[config.mk]
export PLATFORM = sky130hd
export DESIGN_NAME = cfg_tx_flat
export DESIGN_NICKNAME = d
export VERILOG_FILES = /design/src/rtl/cfg_pkg.sv /design/src/rtl/cfg_tx_if.sv /design/src/rtl/cfg_tx_fifo.sv /design/src/rtl/cfg_tx.sv /design/src/flat_wrapper.sv
export SDC_FILE = /design/constraint.sdc
export NUM_CORES = 1
export LEC_CHECK = 0
export CAP_MARGIN = 20
export CORE_ASPECT_RATIO = 0.75
export CORE_MARGIN = 2
export CORE_UTILIZATION = 42
export DETAILED_ROUTE_END_ITERATION = 8
export SYNTH_ARGS = -nofsm -noshare
export SYNTH_HDL_FRONTEND = slang
export SYNTH_HIERARCHICAL = 1
export SYNTH_SLANG_ARGS = --single-unit
[constraint.sdc]
create_clock -name usb_clk -period 10.5 [get_ports usb_clk]
set_input_delay 2.1 -clock usb_clk [delete_from_list [all_inputs] [get_ports usb_clk]]
set_output_delay 2.1 -clock usb_clk [all_outputs]
set_load 0.01 [all_outputs]
[src/rtl/cfg_pkg.sv]
// Shared constants and types for the configuration-word protocol, used by
// both the transmitter and the receiver side.
package cfg_pkg;

  localparam logic [15:0] SYNC_WORD   = 16'hF5A5;
  localparam logic [15:0] UNSYNC_WORD = 16'hFA5A;

  // Receiver register map; start addresses for the header address field.
  localparam logic [5:0] CFG_REG_LAST    = 6'd13;
  localparam logic [5:0] TRIG_MASK_BASE  = 6'd16;
  localparam logic [5:0] TRIG_VALUE_BASE = 6'd20;
  localparam logic [5:0] TRIG_EDGE_BASE  = 6'd24;
  localparam logic [5:0] TRIG_COUNT_BASE = 6'd28;
  localparam logic [5:0] TRIG_LOGIC_BASE = 6'd32;

  typedef enum logic [2:0] {
    IDLE = 3'd0,
    SYNC = 3'd1,
    HDR  = 3'd2,
    DATA = 3'd3,
    EXIT = 3'd4
  } state_t;

  function automatic logic [15:0] hdr_word(input logic [5:0] addr, input logic [7:0] len);
    return {2'b00, addr, len};
  endfunction

endpackage

[src/rtl/cfg_tx_if.sv]
// Payload, command and bus signals of the configuration-frame transmitter.
interface cfg_tx_if #(
  parameter int DEPTH = 32,
  parameter int AW    = $clog2(DEPTH)
) ();

  logic        wr_valid;
  logic [15:0] wr_data;
  logic        wr_ready;
  logic        cmd_valid;
  logic [5:0]  cmd_addr;
  logic [7:0]  cmd_len;
  logic        cmd_ready;
  logic        bus_busy;
  logic        usb_en;
  logic        usb_wr;
  logic [15:0] usb_data;
  logic        busy;
  logic        done;
  logic        cmd_err;
  logic [AW:0] fill;

  modport master (
    output wr_valid, wr_data, cmd_valid, cmd_addr, cmd_len, bus_busy,
    input  wr_ready, cmd_ready, usb_en, usb_wr, usb_data, busy, done, cmd_err, fill
  );

  modport slave (
    input  wr_valid, wr_data, cmd_valid, cmd_addr, cmd_len, bus_busy,
    output wr_ready, cmd_ready, usb_en, usb_wr, usb_data, busy, done, cmd_err, fill
  );

endinterface

[src/rtl/cfg_tx_fifo.sv]
// Single-clock first-word-fall-through payload FIFO, 16 bits x DEPTH.
module cfg_tx_fifo #(
  parameter int DEPTH = 32,
  parameter int AW    = $clog2(DEPTH)
) (
  input  logic          clk,
  input  logic          rst,
  input  logic          push_i,
  input  logic [15:0]   din_i,
  input  logic          pop_i,
  output logic [15:0]   dout_o,
  output logic          full_o,
  output logic          empty_o,
  output logic [AW:0]   fill_o
);

  logic [15:0]   mem [DEPTH];
  logic [AW-1:0] wr_ptr_q, wr_ptr_d;
  logic [AW-1:0] rd_ptr_q, rd_ptr_d;
  logic [AW:0]   count_q,  count_d;
  logic          do_push, do_pop;

  assign full_o  = (count_q == (AW+1)'(DEPTH));
  assign empty_o = (count_q == '0);
  assign fill_o  = count_q;
  assign dout_o  = mem[rd_ptr_q];

  // Pushes while full are dropped; wr_ready already told the writer.
  assign do_push = push_i & ~full_o;
  assign do_pop  = pop_i  & ~empty_o;

  always_comb begin
    wr_ptr_d = wr_ptr_q;
    rd_ptr_d = rd_ptr_q;
    count_d  = count_q;
    if (do_push) wr_ptr_d = wr_ptr_q + 1'b1;
    if (do_pop)  rd_ptr_d = rd_ptr_q + 1'b1;
    case ({do_push, do_pop})
      2'b10:   count_d = count_q + 1'b1;
      2'b01:   count_d = count_q - 1'b1;
      default: count_d = count_q;
    endcase
  end

  always_ff @(posedge clk or posedge rst) begin
    if (rst) begin
      wr_ptr_q <= '0;
      rd_ptr_q <= '0;
      count_q  <= '0;
    end else begin
      wr_ptr_q <= wr_ptr_d;
      rd_ptr_q <= rd_ptr_d;
      count_q  <= count_d;
    end
  end

  always_ff @(posedge clk) begin
    if (do_push) mem[wr_ptr_q] <= din_i;
  end

endmodule

[src/rtl/cfg_tx.sv]
// Configuration-frame transmitter: buffers payload words and emits atomic
// sync / header / data / unsync frames on the 16-bit usb bus.
module cfg_tx
  import cfg_pkg::*;
#(
  parameter int DEPTH = 32,
  parameter int AW    = $clog2(DEPTH)
) (
  input  logic     usb_clk,
  input  logic     usb_rst,
  cfg_tx_if.slave  bus
);

  state_t      state_q, state_d;
  logic [5:0]  addr_q,  addr_d;
  logic [7:0]  len_q,   len_d;
  logic [7:0]  cnt_q,   cnt_d;
  logic        en_q,    en_d;
  logic [15:0] data_q,  data_d;
  logic        busy_q,  busy_d;
  logic        done_q,  done_d;
  logic        err_q,   err_d;

  logic [15:0] fifo_dout;
  logic        fifo_full;
  logic        fifo_empty;
  logic [AW:0] fifo_fill;
  logic        pop;
  logic        cmd_invalid;
  logic        cmd_ready;

  cfg_tx_fifo #(.DEPTH(DEPTH), .AW(AW)) u_fifo (
    .clk     (usb_clk),
    .rst     (usb_rst),
    .push_i  (bus.wr_valid),
    .din_i   (bus.wr_data),
    .pop_i   (pop),
    .dout_o  (fifo_dout),
    .full_o  (fifo_full),
    .empty_o (fifo_empty),
    .fill_o  (fifo_fill)
  );

  // A zero-length header would lock the receiver, so such commands are consumed and flagged.
  assign cmd_invalid = (bus.cmd_len == 8'd0) || ({1'b0, bus.cmd_len} > 9'(DEPTH));
  assign cmd_ready   = (state_q == IDLE) && !bus.bus_busy &&
                       (cmd_invalid || (9'(fifo_fill) >= {1'b0, bus.cmd_len}));

  always_comb begin
    state_d = state_q;
    addr_d  = addr_q;
    len_d   = len_q;
    cnt_d   = cnt_q;
    err_d   = 1'b0;
    done_d  = 1'b0;
    case (state_q)
      IDLE: begin
        if (bus.cmd_valid && cmd_ready) begin
          if (cmd_invalid) begin
            err_d = 1'b1;
          end else begin
            addr_d  = bus.cmd_addr;
            len_d   = bus.cmd_len;
            state_d = SYNC;
          end
        end
      end
      SYNC: state_d = HDR;
      HDR: begin
        state_d = DATA;
        cnt_d   = len_q - 8'd1;
      end
      DATA: begin
        if (cnt_q == 8'd0) state_d = EXIT;
        else               cnt_d   = cnt_q - 8'd1;
      end
      EXIT: begin
        state_d = IDLE;
        done_d  = 1'b1;
      end
      default: state_d = IDLE;
    endcase

    // Bus outputs are registered, so they are derived from the state being entered.
    en_d   = (state_d != IDLE);
    busy_d = (state_d != IDLE);
    pop    = (state_d == DATA);
    case (state_d)
      SYNC:    data_d = SYNC_WORD;
      HDR:     data_d = hdr_word(addr_q, len_q);
      DATA:    data_d = fifo_dout;
      EXIT:    data_d = UNSYNC_WORD;
      default: data_d = 16'h0000;
    endcase
  end

  always_ff @(posedge usb_clk or posedge usb_rst) begin
    if (usb_rst) begin
      state_q <= IDLE;
      cnt_q   <= '0;
      en_q    <= 1'b0;
      data_q  <= '0;
      busy_q  <= 1'b0;
      done_q  <= 1'b0;
      err_q   <= 1'b0;
    end else begin
      state_q <= state_d;
      cnt_q   <= cnt_d;
      en_q    <= en_d;
      data_q  <= data_d;
      busy_q  <= busy_d;
      done_q  <= done_d;
      err_q   <= err_d;
    end
  end

  always_ff @(posedge usb_clk) begin
    addr_q <= addr_d;
    len_q  <= len_d;
  end

  assign bus.wr_ready  = ~fifo_full;
  assign bus.cmd_ready = cmd_ready;
  assign bus.usb_en    = en_q;
  assign bus.usb_wr    = en_q;
  assign bus.usb_data  = data_q;
  assign bus.busy      = busy_q;
  assign bus.done      = done_q;
  assign bus.cmd_err   = err_q;
  assign bus.fill      = fifo_fill;

endmodule

[src/flat_wrapper.sv]
// flat-port wrapper written by rule: the top's interface ports become plain ports
module cfg_tx_flat import cfg_pkg::*;
#(
  parameter int DEPTH = 32,
  parameter int AW    = $clog2(DEPTH)
)
  (usb_clk, usb_rst, bus_wr_valid, bus_wr_data, bus_cmd_valid, bus_cmd_addr, bus_cmd_len, bus_bus_busy, bus_wr_ready, bus_cmd_ready, bus_usb_en, bus_usb_wr, bus_usb_data, bus_busy, bus_done, bus_cmd_err, bus_fill);
  cfg_tx_if #(.DEPTH(DEPTH), .AW(AW)) bus_i ();
  input  logic usb_clk;
  input  logic usb_rst;
  input wire logic [$bits(bus_i.wr_valid)-1:0] bus_wr_valid;
  input wire logic [$bits(bus_i.wr_data)-1:0] bus_wr_data;
  input wire logic [$bits(bus_i.cmd_valid)-1:0] bus_cmd_valid;
  input wire logic [$bits(bus_i.cmd_addr)-1:0] bus_cmd_addr;
  input wire logic [$bits(bus_i.cmd_len)-1:0] bus_cmd_len;
  input wire logic [$bits(bus_i.bus_busy)-1:0] bus_bus_busy;
  output wire logic [$bits(bus_i.wr_ready)-1:0] bus_wr_ready;
  output wire logic [$bits(bus_i.cmd_ready)-1:0] bus_cmd_ready;
  output wire logic [$bits(bus_i.usb_en)-1:0] bus_usb_en;
  output wire logic [$bits(bus_i.usb_wr)-1:0] bus_usb_wr;
  output wire logic [$bits(bus_i.usb_data)-1:0] bus_usb_data;
  output wire logic [$bits(bus_i.busy)-1:0] bus_busy;
  output wire logic [$bits(bus_i.done)-1:0] bus_done;
  output wire logic [$bits(bus_i.cmd_err)-1:0] bus_cmd_err;
  output wire logic [$bits(bus_i.fill)-1:0] bus_fill;
  assign bus_i.wr_valid = bus_wr_valid;
  assign bus_i.wr_data = bus_wr_data;
  assign bus_i.cmd_valid = bus_cmd_valid;
  assign bus_i.cmd_addr = bus_cmd_addr;
  assign bus_i.cmd_len = bus_cmd_len;
  assign bus_i.bus_busy = bus_bus_busy;
  assign bus_wr_ready = bus_i.wr_ready;
  assign bus_cmd_ready = bus_i.cmd_ready;
  assign bus_usb_en = bus_i.usb_en;
  assign bus_usb_wr = bus_i.usb_wr;
  assign bus_usb_data = bus_i.usb_data;
  assign bus_busy = bus_i.busy;
  assign bus_done = bus_i.done;
  assign bus_cmd_err = bus_i.cmd_err;
  assign bus_fill = bus_i.fill;
  cfg_tx #(.DEPTH(DEPTH), .AW(AW)) u_core (.usb_clk(usb_clk), .usb_rst(usb_rst), .bus(bus_i));
endmodule
==> impl_metrics.sql <==
INSERT INTO impl_metrics (metric_group, metric, value, unit) VALUES
('power_and_ir_drop', 'p_seq_share', '42.5', '%'),
('route', 'wl', '52.40', 'mm'),
('route', 'drt_pass1_iterations', '7', ''),
('sta', 'layout_worst_path_cycle_share', '61.28', '%'),
('die', 'std_cell_rows', '73', ''),
('global_routing', 'antenna_found_initial', '0', ''),
('sta', 'finalCriticalPeriod', '6435', 'ps'),
('sta', 'max_clock_freq', '155.4', 'MHz'),
('flow_run', 'max-cap-violations', '0', ''),
('route', 'drt_iter0_markers', '1178', ''),
('hold_path', 'hold_path_depth', '2', ''),
('clock_network', 'clkSinkCount', '572', ''),
('worst_setup_path', 'r2r-start', 'u_core/u_fifo/rd_ptr_q[0]$_DFFE_PP0P_', ''),
('synthesis', 'mappedNetlistArea', '22610', 'sq um'),
('hold_path', 'holdCritPathClass', 'register to register', ''),
('clock_network', 'cts-htree-levels', '2', ''),
('sta', 'final-hold-violation-count', '0', ''),
('placed_design', 'gp_routability_congestion', '0.7951', ''),
('worst_setup_path', 'worst-setup-path-type', 'input pin to output port', ''),
('die', 'die_x', '271.9', 'um'),
('sta', 'grt_setup_unrepaired', 'no', ''),
('clock_network', 'cts-root-buf', 'sky130_fd_sc_hd__clkbuf_16', ''),
('die', 'die_h', '204.9', 'um'),
('finish', 'fillCellCount', '4307', ''),
('finish', 'inserted_diodes', '0', ''),
('route', 'drc', '0', ''),
('route', 'postRouteAntennaNets', '0', ''),
('clock_network', 'cts-root-to-sink-buffers', '3', ''),
('die', 'initial_core_util', '42.60', '%'),
('worst_setup_path', 'critical_path_data_required_time', '8400', 'ps'),
('route', 'wl_met2', '22.76', 'mm'),
('sta', 'max_slew_margin', '30.84', '%'),
('sta', 'final.setup_skew', '25.89', 'ps'),
('sta', 'worst_slew_pin_slew', '1033', 'ps'),
('route', 'route.vias.total', '11550', ''),
('route', 'met3_length', '3.450', 'mm'),
('global_routing', 'grt.overflow.total', '0', ''),
('finish', 'finish.net_count', '1326', ''),
('global_routing', 'grt_pass1_wl', '76.67', 'mm'),
('power_and_ir_drop', 'leak_pwr', '8.556', 'nW'),
('global_routing', 'grt_start_max_net_pins', '50', ''),
('clock_network', 'cts_setup_buffers', '0', ''),
('synthesis', 'synth_cells', '1158', ''),
('worst_setup_path', 'worstSetupStartpointType', 'input pin', ''),
('route', 'wl_per_cell', '25.85', 'um'),
('synthesis', 'syn-mean-instance-area', '19.52', 'sq um'),
('power_and_ir_drop', 'swShare', '30.72', '%'),
('sta', 'worst_hold_slack', '477.9', 'ps'),
('route', 'top_signal_layer_used', 'met4', ''),
('worst_setup_path', 'crit_arrival', '4330', 'ps'),
('worst_setup_path', 'crit_path_end_kind', 'output port', ''),
('clock_network', 'clkTransAtPathRegs', '70', 'ps'),
('outcome', 'status', 'finished clean', ''),
('finish', 'post_route_cells_drive_above_1_share', '20.30', '%'),
('sta', 'report.final.setup_viol', '0', ''),
('power_and_ir_drop', 'internal_power', '4.628', 'mW'),
('hold_path', 'hold_path_startpoint', 'u_core/addr_q[0]$_DFFE_PP_', ''),
('power_and_ir_drop', 'combinationalPowerShare', '28.7', '%'),
('clock_network', 'clk-insertion-delay-late', '580', 'ps'),
('clock_network', 'cts.repair.resized', '0', ''),
('clock_network', 'cts_inserted_buffers', '53', ''),
('clock_network', 'cts_hold_buffers_added', '0', ''),
('route', 'routed_via_density', '5.697', ''),
('power_and_ir_drop', 'ir_drop', '0.1486', 'mV'),
('worst_setup_path', 'r2r_cells', '8', ''),
('power_and_ir_drop', 'p_clk_share', '28.9', '%'),
('die', 'design.core.area', '53070', 'sq um'),
('route', 'met1Wirelength', '25.22', 'mm'),
('global_routing', 'grt_pass1_vias', '11200', ''),
('hold_path', 'hold-path-endpoint', 'u_core/bus.usb_data[8]$_DFF_PP0_', ''),
('synthesis', 'synth.net_count', '1211', '');
layer usage:
metal | vias up | GRT usage (%)
met5 | - | 0
met4 | 0 | 4.239
met3 | 67 | 2.766
met2 | 389 | 26.90
met1 | 6100 | 30.48
li1 | 4991 | -
how the worst max path moves through the flow:
stage	from	to	slack (ps)	depth (start not counted)
CTS	bus_cmd_len[0]	bus_cmd_ready	4090	6
finish	bus_cmd_len[0]	bus_cmd_ready	4070	6
global placement	bus_cmd_len[0]	bus_cmd_ready	4150	6
floorplan	bus_cmd_len[4]	bus_cmd_ready	5070	4
global route	bus_cmd_len[3]	bus_cmd_ready	3880	8
detailed placement	bus_cmd_len[0]	bus_cmd_ready	4100	6
cells in the final DEF (no fill, tap or decap), types with 6 or more instances in the layout:
cell type	count
sky130_fd_sc_hd__clkinv_1	13
sky130_fd_sc_hd__nor2_1	41
sky130_fd_sc_hd__clkbuf_1	10
sky130_fd_sc_hd__nand2_1	30
sky130_fd_sc_hd__xnor2_1	12
sky130_fd_sc_hd__a2111oi_2	13
sky130_fd_sc_hd__o221ai_1	16
sky130_fd_sc_hd__a221o_1	6
sky130_fd_sc_hd__a21oi_1	41
sky130_fd_sc_hd__a22oi_1	22
sky130_fd_sc_hd__buf_4	57
sky130_fd_sc_hd__clkdlybuf4s50_1	63
sky130_fd_sc_hd__mux4_2	96
sky130_fd_sc_hd__mux2i_1	68
sky130_fd_sc_hd__clkinv_2	8
sky130_fd_sc_hd__a22o_1	17
sky130_fd_sc_hd__inv_1	21
sky130_fd_sc_hd__dfrtp_1	43
sky130_fd_sc_hd__edfxtp_1	526
sky130_fd_sc_hd__o21ai_0	15
sky130_fd_sc_hd__clkbuf_16	57
sky130_fd_sc_hd__nor3_1	7
sky130_fd_sc_hd__ha_1	17
sky130_fd_sc_hd__o22ai_1	19
power by group through the flow:
stage,registers (mW),clock network (mW),logic [mW]
after floorplan,2.79,0,1.33
after global placement,2.89,0,1.91
after CTS,2.84,1.96,1.94
after global routing,2.86,2.05,2.04
after detailed placement,2.89,0,1.93
final,2.84,1.93,1.91
sequential cells by signal (all words and copies together) (netlist names), 3 cells and up:
name / flops
u_core/state_q: 3
u_core/u_fifo/rd_ptr_q: 5
u_core/u_fifo/wr_ptr_q: 5
u_core/u_fifo/mem: 512
u_core/len_q: 8
u_core/bus.usb_data: 16
u_core/cnt_q: 8
u_core/u_fifo/fill_o: 6
u_core/addr_q: 6
worst max-delay path, cell delays in order:
cell,delay [ps]
sky130_fd_sc_hd__clkdlybuf4s50_1,470
sky130_fd_sc_hd__or4_1,550
sky130_fd_sc_hd__o21a_1,190
sky130_fd_sc_hd__nor4_2,380
sky130_fd_sc_hd__a21boi_0,150
sky130_fd_sc_hd__clkdlybuf4s50_1,500
final cells by class:
cell class              count  area [sq um]  area share, %
well taps                 712         890.9          3.413
inverters                  22         85.08         0.3260
multi-input cells         499          5243          20.09
clock buffers              68          1478          5.662
repair buffers            125          1184          4.535
flip-flops and latches    572         16960          64.96
clock inverters            29         264.0          1.012
metrics by stage:
step	worst slack, ps	area [sq um]	power (mW)	std cells
6_report	4065	26100	6.680	2027
5_1_grt	3875	26100	6.960	2027
4_1_cts	4093	26040	6.742	2025
3_5_place_dp	4104	24300	4.822	1928
3_3_place_gp	4148	24220	4.799	1924
2_1_floorplan	5072	22610	4.127	1158
No activity file was read; power rests on OpenSTA's default activity.
